File: config.mk
export PLATFORM = sky130hd
export DESIGN_NAME = motor_pwm_array_flat
export DESIGN_NICKNAME = d
export VERILOG_FILES = /design/src/rtl/motor_pwm_array_pkg.sv /design/src/rtl/motor_pwm_array_if.sv /design/src/rtl/motor_pwm_channel.sv /design/src/rtl/motor_pwm_array.sv /design/src/flat_wrapper.sv
export SDC_FILE = /design/constraint.sdc
export NUM_CORES = 1
export LEC_CHECK = 0
export ABC_AREA = 1
export CORE_MARGIN = 3
export CORE_UTILIZATION = 35
export CTS_CLUSTER_DIAMETER = 40
export DETAILED_ROUTE_END_ITERATION = 10
export SLEW_MARGIN = 15
export SYNTH_ARGS = -nofsm -noshare
export SYNTH_HDL_FRONTEND = slang
export SYNTH_SLANG_ARGS = --single-unit
File: constraint.sdc
create_clock -name clk -period 2 [get_ports clk]
set_clock_uncertainty 0.2 [all_clocks]
set_input_delay 0.5 -clock clk [delete_from_list [all_inputs] [get_ports clk]]
set_output_delay 0.5 -clock clk [all_outputs]
set_load 0.03 [all_outputs]
File: src/rtl/motor_pwm_array_pkg.sv
// rtl/motor_pwm_array_pkg.sv - mode encodings and channel state type for the H-bridge PWM array
package motor_pkg;

  localparam logic [1:0] CTL_COAST = 2'b00;
  localparam logic [1:0] CTL_FWD   = 2'b01;
  localparam logic [1:0] CTL_REV   = 2'b10;
  localparam logic [1:0] CTL_BRAKE = 2'b11;

  // Driven states share their numeric value with the ctl code; DEAD sits above them.
  typedef enum logic [2:0] {
    ST_COAST = 3'd0,
    ST_FWD   = 3'd1,
    ST_REV   = 3'd2,
    ST_BRAKE = 3'd3,
    ST_DEAD  = 3'd4
  } ch_state_e;

  function automatic ch_state_e ctl_to_state(input logic [1:0] ctl);
    case (ctl)
      CTL_FWD:   return ST_FWD;
      CTL_REV:   return ST_REV;
      CTL_BRAKE: return ST_BRAKE;
      default:   return ST_COAST;
    endcase
  endfunction

endpackage

File: src/rtl/motor_pwm_array_if.sv
// rtl/motor_pwm_array_if.sv - CPU-side control and driver-side bridge signals of the PWM array
interface motor_pwm_array_if #(
  parameter int NUM_CH = 4,
  parameter int PWM_W  = 8
);
  logic                      en;
  logic [2*NUM_CH-1:0]       ctl;
  logic [PWM_W*NUM_CH-1:0]   vel;
  logic [2*NUM_CH-1:0]       out;
  logic [NUM_CH-1:0]         dead;
  logic                      period_start;

  modport master (output en, ctl, vel, input out, dead, period_start);
  modport slave  (input en, ctl, vel, output out, dead, period_start);
endinterface

File: src/rtl/motor_pwm_channel.sv
// rtl/motor_pwm_channel.sv - one H-bridge channel: shadow regs, mode FSM with dead time, PWM compare
module motor_pwm_channel
  import motor_pkg::*;
#(
  parameter int PWM_W    = 8,
  parameter int DEADTIME = 16
) (
  input  logic             clk,
  input  logic             rst_n,
  input  logic             en_i,
  input  logic             load_i,
  input  logic [PWM_W-1:0] cnt_i,
  input  logic [1:0]       ctl_i,
  input  logic [PWM_W-1:0] vel_i,
  output logic [1:0]       out_o,
  output logic             dead_o
);

  localparam int DW = (DEADTIME > 0) ? $clog2(DEADTIME + 1) : 1;
  localparam logic [PWM_W-1:0] VMAX = '1;
  localparam logic [DW-1:0]    DT   = DW'(DEADTIME);

  logic [PWM_W-1:0] vel_sh_q, vel_sh_d;
  logic [1:0]       ctl_sh_q, ctl_sh_d;
  ch_state_e        state_q, state_d;
  logic [DW-1:0]    dcnt_q, dcnt_d;
  logic [1:0]       out_q, out_d;
  logic             dead_q, dead_d;
  ch_state_e        tgt;
  logic             pwm;

  always_ff @(posedge clk or negedge rst_n) begin
    if (!rst_n) begin
      vel_sh_q <= '0;
      ctl_sh_q <= CTL_COAST;
      state_q  <= ST_COAST;
      dcnt_q   <= '0;
      out_q    <= 2'b00;
      dead_q   <= 1'b0;
    end else begin
      vel_sh_q <= vel_sh_d;
      ctl_sh_q <= ctl_sh_d;
      state_q  <= state_d;
      dcnt_q   <= dcnt_d;
      out_q    <= out_d;
      dead_q   <= dead_d;
    end
  end

  always_comb begin
    vel_sh_d = load_i ? vel_i : vel_sh_q;
    ctl_sh_d = load_i ? ctl_i : ctl_sh_q;
    tgt      = ctl_to_state(ctl_sh_q);
    pwm      = (vel_sh_q == VMAX) || (cnt_i < vel_sh_q);
    state_d  = state_q;
    dcnt_d   = dcnt_q;
    out_d    = 2'b00;
    dead_d   = 1'b0;

    case (state_q)
      ST_FWD:   out_d = {1'b0, pwm};
      ST_REV:   out_d = {pwm, 1'b0};
      ST_BRAKE: out_d = 2'b11;
      ST_DEAD:  dead_d = 1'b1;
      default:  out_d = 2'b00;
    endcase

    if (!en_i) begin
      state_d = ST_COAST;
      dcnt_d  = '0;
      out_d   = 2'b00;
      dead_d  = 1'b0;
    end else if (state_q == ST_DEAD) begin
      if (tgt == ST_COAST) begin
        state_d = ST_COAST;
        dcnt_d  = '0;
      end else begin
        // Leaving on the count of 1 keeps the channel in DEAD for exactly DEADTIME clocks.
        dcnt_d = dcnt_q - DW'(1);
        if (dcnt_q <= DW'(1)) state_d = tgt;
      end
    end else if (tgt != state_q) begin
      if (tgt == ST_COAST || state_q == ST_COAST || DEADTIME == 0) begin
        state_d = tgt;
      end else begin
        state_d = ST_DEAD;
        dcnt_d  = DT;
      end
    end
  end

  assign out_o  = out_q;
  assign dead_o = dead_q;

endmodule

File: src/rtl/motor_pwm_array.sv
// rtl/motor_pwm_array.sv - multi-channel H-bridge PWM driver with shared period counter
module motor_pwm_array
  import motor_pkg::*;
#(
  parameter int NUM_CH   = 4,
  parameter int PWM_W    = 8,
  parameter int DEADTIME = 16
) (
  input  logic              clk,
  input  logic              rst_n,
  motor_pwm_array_if.slave  bus
);

  logic [PWM_W-1:0]  cnt_q, cnt_d;
  logic              ps_q, ps_d;
  logic              load;
  logic [2*NUM_CH-1:0] out_w;
  logic [NUM_CH-1:0]   dead_w;

  // Shadows load on the last count so the new values govern the period from cnt==0.
  always_comb begin
    load  = (cnt_q == {PWM_W{1'b1}});
    cnt_d = cnt_q + 1'b1;
    ps_d  = load;
  end

  always_ff @(posedge clk or negedge rst_n) begin
    if (!rst_n) begin
      cnt_q <= '0;
      ps_q  <= 1'b0;
    end else begin
      cnt_q <= cnt_d;
      ps_q  <= ps_d;
    end
  end

  for (genvar i = 0; i < NUM_CH; i++) begin : g_ch
    motor_pwm_channel #(
      .PWM_W    (PWM_W),
      .DEADTIME (DEADTIME)
    ) u_ch (
      .clk    (clk),
      .rst_n  (rst_n),
      .en_i   (bus.en),
      .load_i (load),
      .cnt_i  (cnt_q),
      .ctl_i  (bus.ctl[2*i +: 2]),
      .vel_i  (bus.vel[PWM_W*i +: PWM_W]),
      .out_o  (out_w[2*i +: 2]),
      .dead_o (dead_w[i])
    );
  end

  assign bus.out          = out_w;
  assign bus.dead         = dead_w;
  assign bus.period_start = ps_q;

endmodule
File: src/flat_wrapper.sv
// flat-port wrapper written by rule: the top's interface ports become plain ports
module motor_pwm_array_flat import motor_pkg::*;
#(
  parameter int NUM_CH   = 4,
  parameter int PWM_W    = 8,
  parameter int DEADTIME = 16
)
  (clk, rst_n, bus_en, bus_ctl, bus_vel, bus_out, bus_dead, bus_period_start);
  motor_pwm_array_if #(.NUM_CH(NUM_CH), .PWM_W(PWM_W)) bus_i ();
  input  logic clk;
  input  logic rst_n;
  input wire logic [$bits(bus_i.en)-1:0] bus_en;
  input wire logic [$bits(bus_i.ctl)-1:0] bus_ctl;
  input wire logic [$bits(bus_i.vel)-1:0] bus_vel;
  output wire logic [$bits(bus_i.out)-1:0] bus_out;
  output wire logic [$bits(bus_i.dead)-1:0] bus_dead;
  output wire logic [$bits(bus_i.period_start)-1:0] bus_period_start;
  assign bus_i.en = bus_en;
  assign bus_i.ctl = bus_ctl;
  assign bus_i.vel = bus_vel;
  assign bus_out = bus_i.out;
  assign bus_dead = bus_i.dead;
  assign bus_period_start = bus_i.period_start;
  motor_pwm_array #(.NUM_CH(NUM_CH), .PWM_W(PWM_W), .DEADTIME(DEADTIME)) u_core (.clk(clk), .rst_n(rst_n), .bus(bus_i));
endmodule
==> key figures <==
Final layout
  • Multi-input gate area: 2420 um^2
  • Area growth from synthesis to layout: 19.9%
  • # diodes: 0
  • Final core utilization: 43.1%
  • Fill count: approximately 1,400
  • Final instance area: approximately 6300 um^2
  • Post-route insts no fill: between 800 and 900
  • Register area: about 2300 um^2
  • Layout cells sized above 1: 12.6%
  • Final nets: around 770

Synthesis
  • Register bit total from synthesis: slightly above 90
  • Top-area cell type share of the netlist area: around 44%
  • Asr flop ratio synth: between 90% and 100%
  • Ys Warns: 0
  • Yosys top cell by area: dfrtp_1
  • Post-Syn Area: between 5000 and 6000 um^2
  • Top_reg_cell synth: dfrtp_1
  • Post-synth EDFFs: 0
  • Synth top area cells: dfrtp_1, nand2_1, ha_1, inv_1, o21ai_2
  • Register area share after synthesis: 44.3%
  • Synth Instances: 629
  • Count leader, synth: nand2_1
  • Top cells by count, synth: nand2_1, dfrtp_1, inv_1
  • Synthesized net count: between 700 and 800
  • Mean post-synth cell area: ~8.3 um^2
  • Synth cell types: 29

Floorplanning
  • Die height: about 130 um
  • DIE AREA: ~16,000 um^2
  • Placement row count: 44
  • Core footprint: between 10,000 and 15,000 um^2
  • Initial Util: 36.0%
  • Horiz. Die Dim: 128 um
  • Io pins: between 50 and 60

Detailed routing
  • Final ANT Viol Nets: 0
  • # DRC: 0
  • Routed WL: 11,300 um
  • DR WL/cell: 12.8 um
  • Routed via count: ~4,200
  • Drt pass-1 iters: 4
  • Initial detailed-routing violation count: approximately 250
  • Via-to-Cell Ratio: 4.71

Worst setup path
  • Reg2Reg Launch Point: u_core.cnt_q[0]
  • CP max-delay cell: dfrtp_1
  • R2R depth: 9
  • Buf/Inv on CP: 2
  • Critical path's top delay family: simple AND/OR/NAND/NOR gates
  • Launch point of the critical path: u_core.cnt_q[0]
  • Max incr delay on CP: about 0.40 ns
  • R2R setup slack: ~0.11 ns
  • CP max FO: 22
  • Worst setup path class: register to register
  • CP required: 2.04 ns
  • RR Endpoint: u_core.g_ch[2].u_ch.vel_sh_q[5]
  • Worst Path Arrival: ~1.9 ns
  • Critical path, cell by cell: ha_1 > and3_1 > nand3_2 > nor2_4 > nand2_4 > clkinv_8 > buf_12 > nand2_2 > o21ai_2
  • Critical path launch point type: register
  • Worst setup EP type: register

CTS
  • # resized after CTS: 13
  • Num CTS Buffers: 9
  • Hold-fix buffer count after cts: 0
  • CTS tree: built
  • CTS Sinks: 93
  • Clk buf depth: 2
  • Setup Buffers After CTS: 0
  • Root buf cell: clkbuf_16
  • Clk Latency, worst-skew pair: around 0.34 ns
  • Clock slew at reported path FFs: ~0.07 ns
  • Number of H-tree levels: 3

Global route
  • Largest net degree at the start of global routing: 94
  • Vias in the first global route: just over 4,000
  • Initial antenna violation count: 0
  • First-pass GRT wire length: ~19,000 um
  • All-Layer GR Usage: 14.7%
  • Grt ovf: 0

Power and ir drop
  • Power Total: a little under 6 mW
  • Gate power share: 29.5%
  • Net switching power: between 2 and 2.5 mW
  • Pwr Density: between 900 and 1000 nW/um^2
  • Int Pwr: about 3.8 mW
  • Clk pwr share: between 20 and 30%
  • Sequential share of power: 42.7%
  • Leak: 3.28 nW
  • Sw frac: 35.3%
  • Worst IR drop on VDD: roughly 330 uV

Placed design
  • Dpl hpwl: around 8000 um
  • RePlAce Congestion: 0.870
  • I/O Buffers: 55
  • Placed cells: ~870
  • Placed Area: approximately 6000 um^2

STA
  • Count of final setup violators: 0
  • Post-layout minimum cycle time: between 1.5 and 2 ns
  • Achievable Freq: between 500 and 600 MHz
  • Least-Margin Pin Slew: around 0.51 ns
  • Final Hold Fails: 3
  • Rel. slew slack: about 66%
  • Period utilization: roughly 94%
  • Hold_ws: -0.0157 ns
  • RSZ-0062 raised after global routing: false
  • Count of pins over their slew limit: 0

Status
  • Violated checks: negative hold slack
  • Outcome: complete, but fails checks

Run
  • Max cap viols: 0

Hold path
  • Min-Delay Path Class: input port to asynchronous set/reset pin
-- registers in the layout (all words and copies together), names as in the netlist --
signal / count
u_core.g_ch.u_ch.dead_o: 4
u_core.g_ch.u_ch.dcnt_q: 20
u_core.g_ch.u_ch.out_o: 8
u_core.cnt_q: 8
u_core.g_ch.u_ch.vel_sh_q: 32
u_core.g_ch.u_ch.state_q: 12
u_core.bus.period_start: 1
u_core.g_ch.u_ch.ctl_sh_q: 8
-- power groups by stage --
stage	registers, mW	clock network [mW]	logic [mW]
after floorplan	2.53	0	1.22
after global placement	2.51	0	1.71
after detailed placement	2.52	0	1.76
after CTS	2.49	1.69	1.74
after global routing	2.54	1.75	2.00
final	2.49	1.63	1.72
-- worst max-delay path by stage --
stage | end | slack, ns | cells after the start
after floorplan | u_core.g_ch[3].u_ch.vel_sh_q[2] | 0.25 | 9
after global placement | u_core.g_ch[2].u_ch.state_q[2] | -0.10 | 6
after detailed placement | u_core.g_ch[1].u_ch.state_q[2] | -0.17 | 6
after global routing | u_core.g_ch[1].u_ch.ctl_sh_q[0] | 0.02 | 8
after CTS | u_core.g_ch[2].u_ch.vel_sh_q[5] | 0.10 | 8
final | u_core.g_ch[2].u_ch.vel_sh_q[5] | 0.11 | 9
-- area by class of cell --
class,count,area share (%)
inverters,93,5.75
well taps,184,3.66
flip-flops and latches,93,37.0
repair buffers,69,10.7
clock inverters,4,0.358
clock buffers,12,4.08
multi-input cells,428,38.5
-- placed cells by master, fill, tap and decap left out, types with 12 or more instances in the layout --
cell type        count
a21oi_1             18
buf_4               12
clkdlybuf4s50_1     41
dfrtp_1             93
dlygate4sd2_1       13
ha_1                37
inv_1               90
nand2_1            160
nand2_2             20
nand3_1             30
nor2_1              32
nor3_1              24
o21ai_0             28
o21ai_1             14
o21ai_2             29
-- per-stage QoR --
step	hold slack, ns	setup slack [ns]	setup TNS [ns]
floorplan	0.00441	0.250	0
global placement	0.274	-0.103	-2.12
detailed placement	0.285	-0.168	-4.05
CTS	0.0206	0.103	0
global route	0.0465	0.0178	0
finish	-0.0157	0.114	0
-- routing by layer --
metal	wire length, um	up-vias	global-route usage [%]
met5	0	-	0
met1	5340	1952	18.9
li1	-	2125	-
met3	391	17	2.12
met2	5330	61	24.5
met4	277	0	6.43
-- cells by family (layout without fill, tap and decap cells) --
group	Yosys count	after routing	synth area share (%)
buffers and inverters	108	178	9.51
xor gates and xnor gates	18	18	3.00
DFF	93	93	44.3
AOI/OAI and AO/OA	92	92	11.0
adders and majority gates	37	37	8.82
and+or+nand+nor	281	281	23.3
Note: power is estimated with default switching activity, not from simulation.
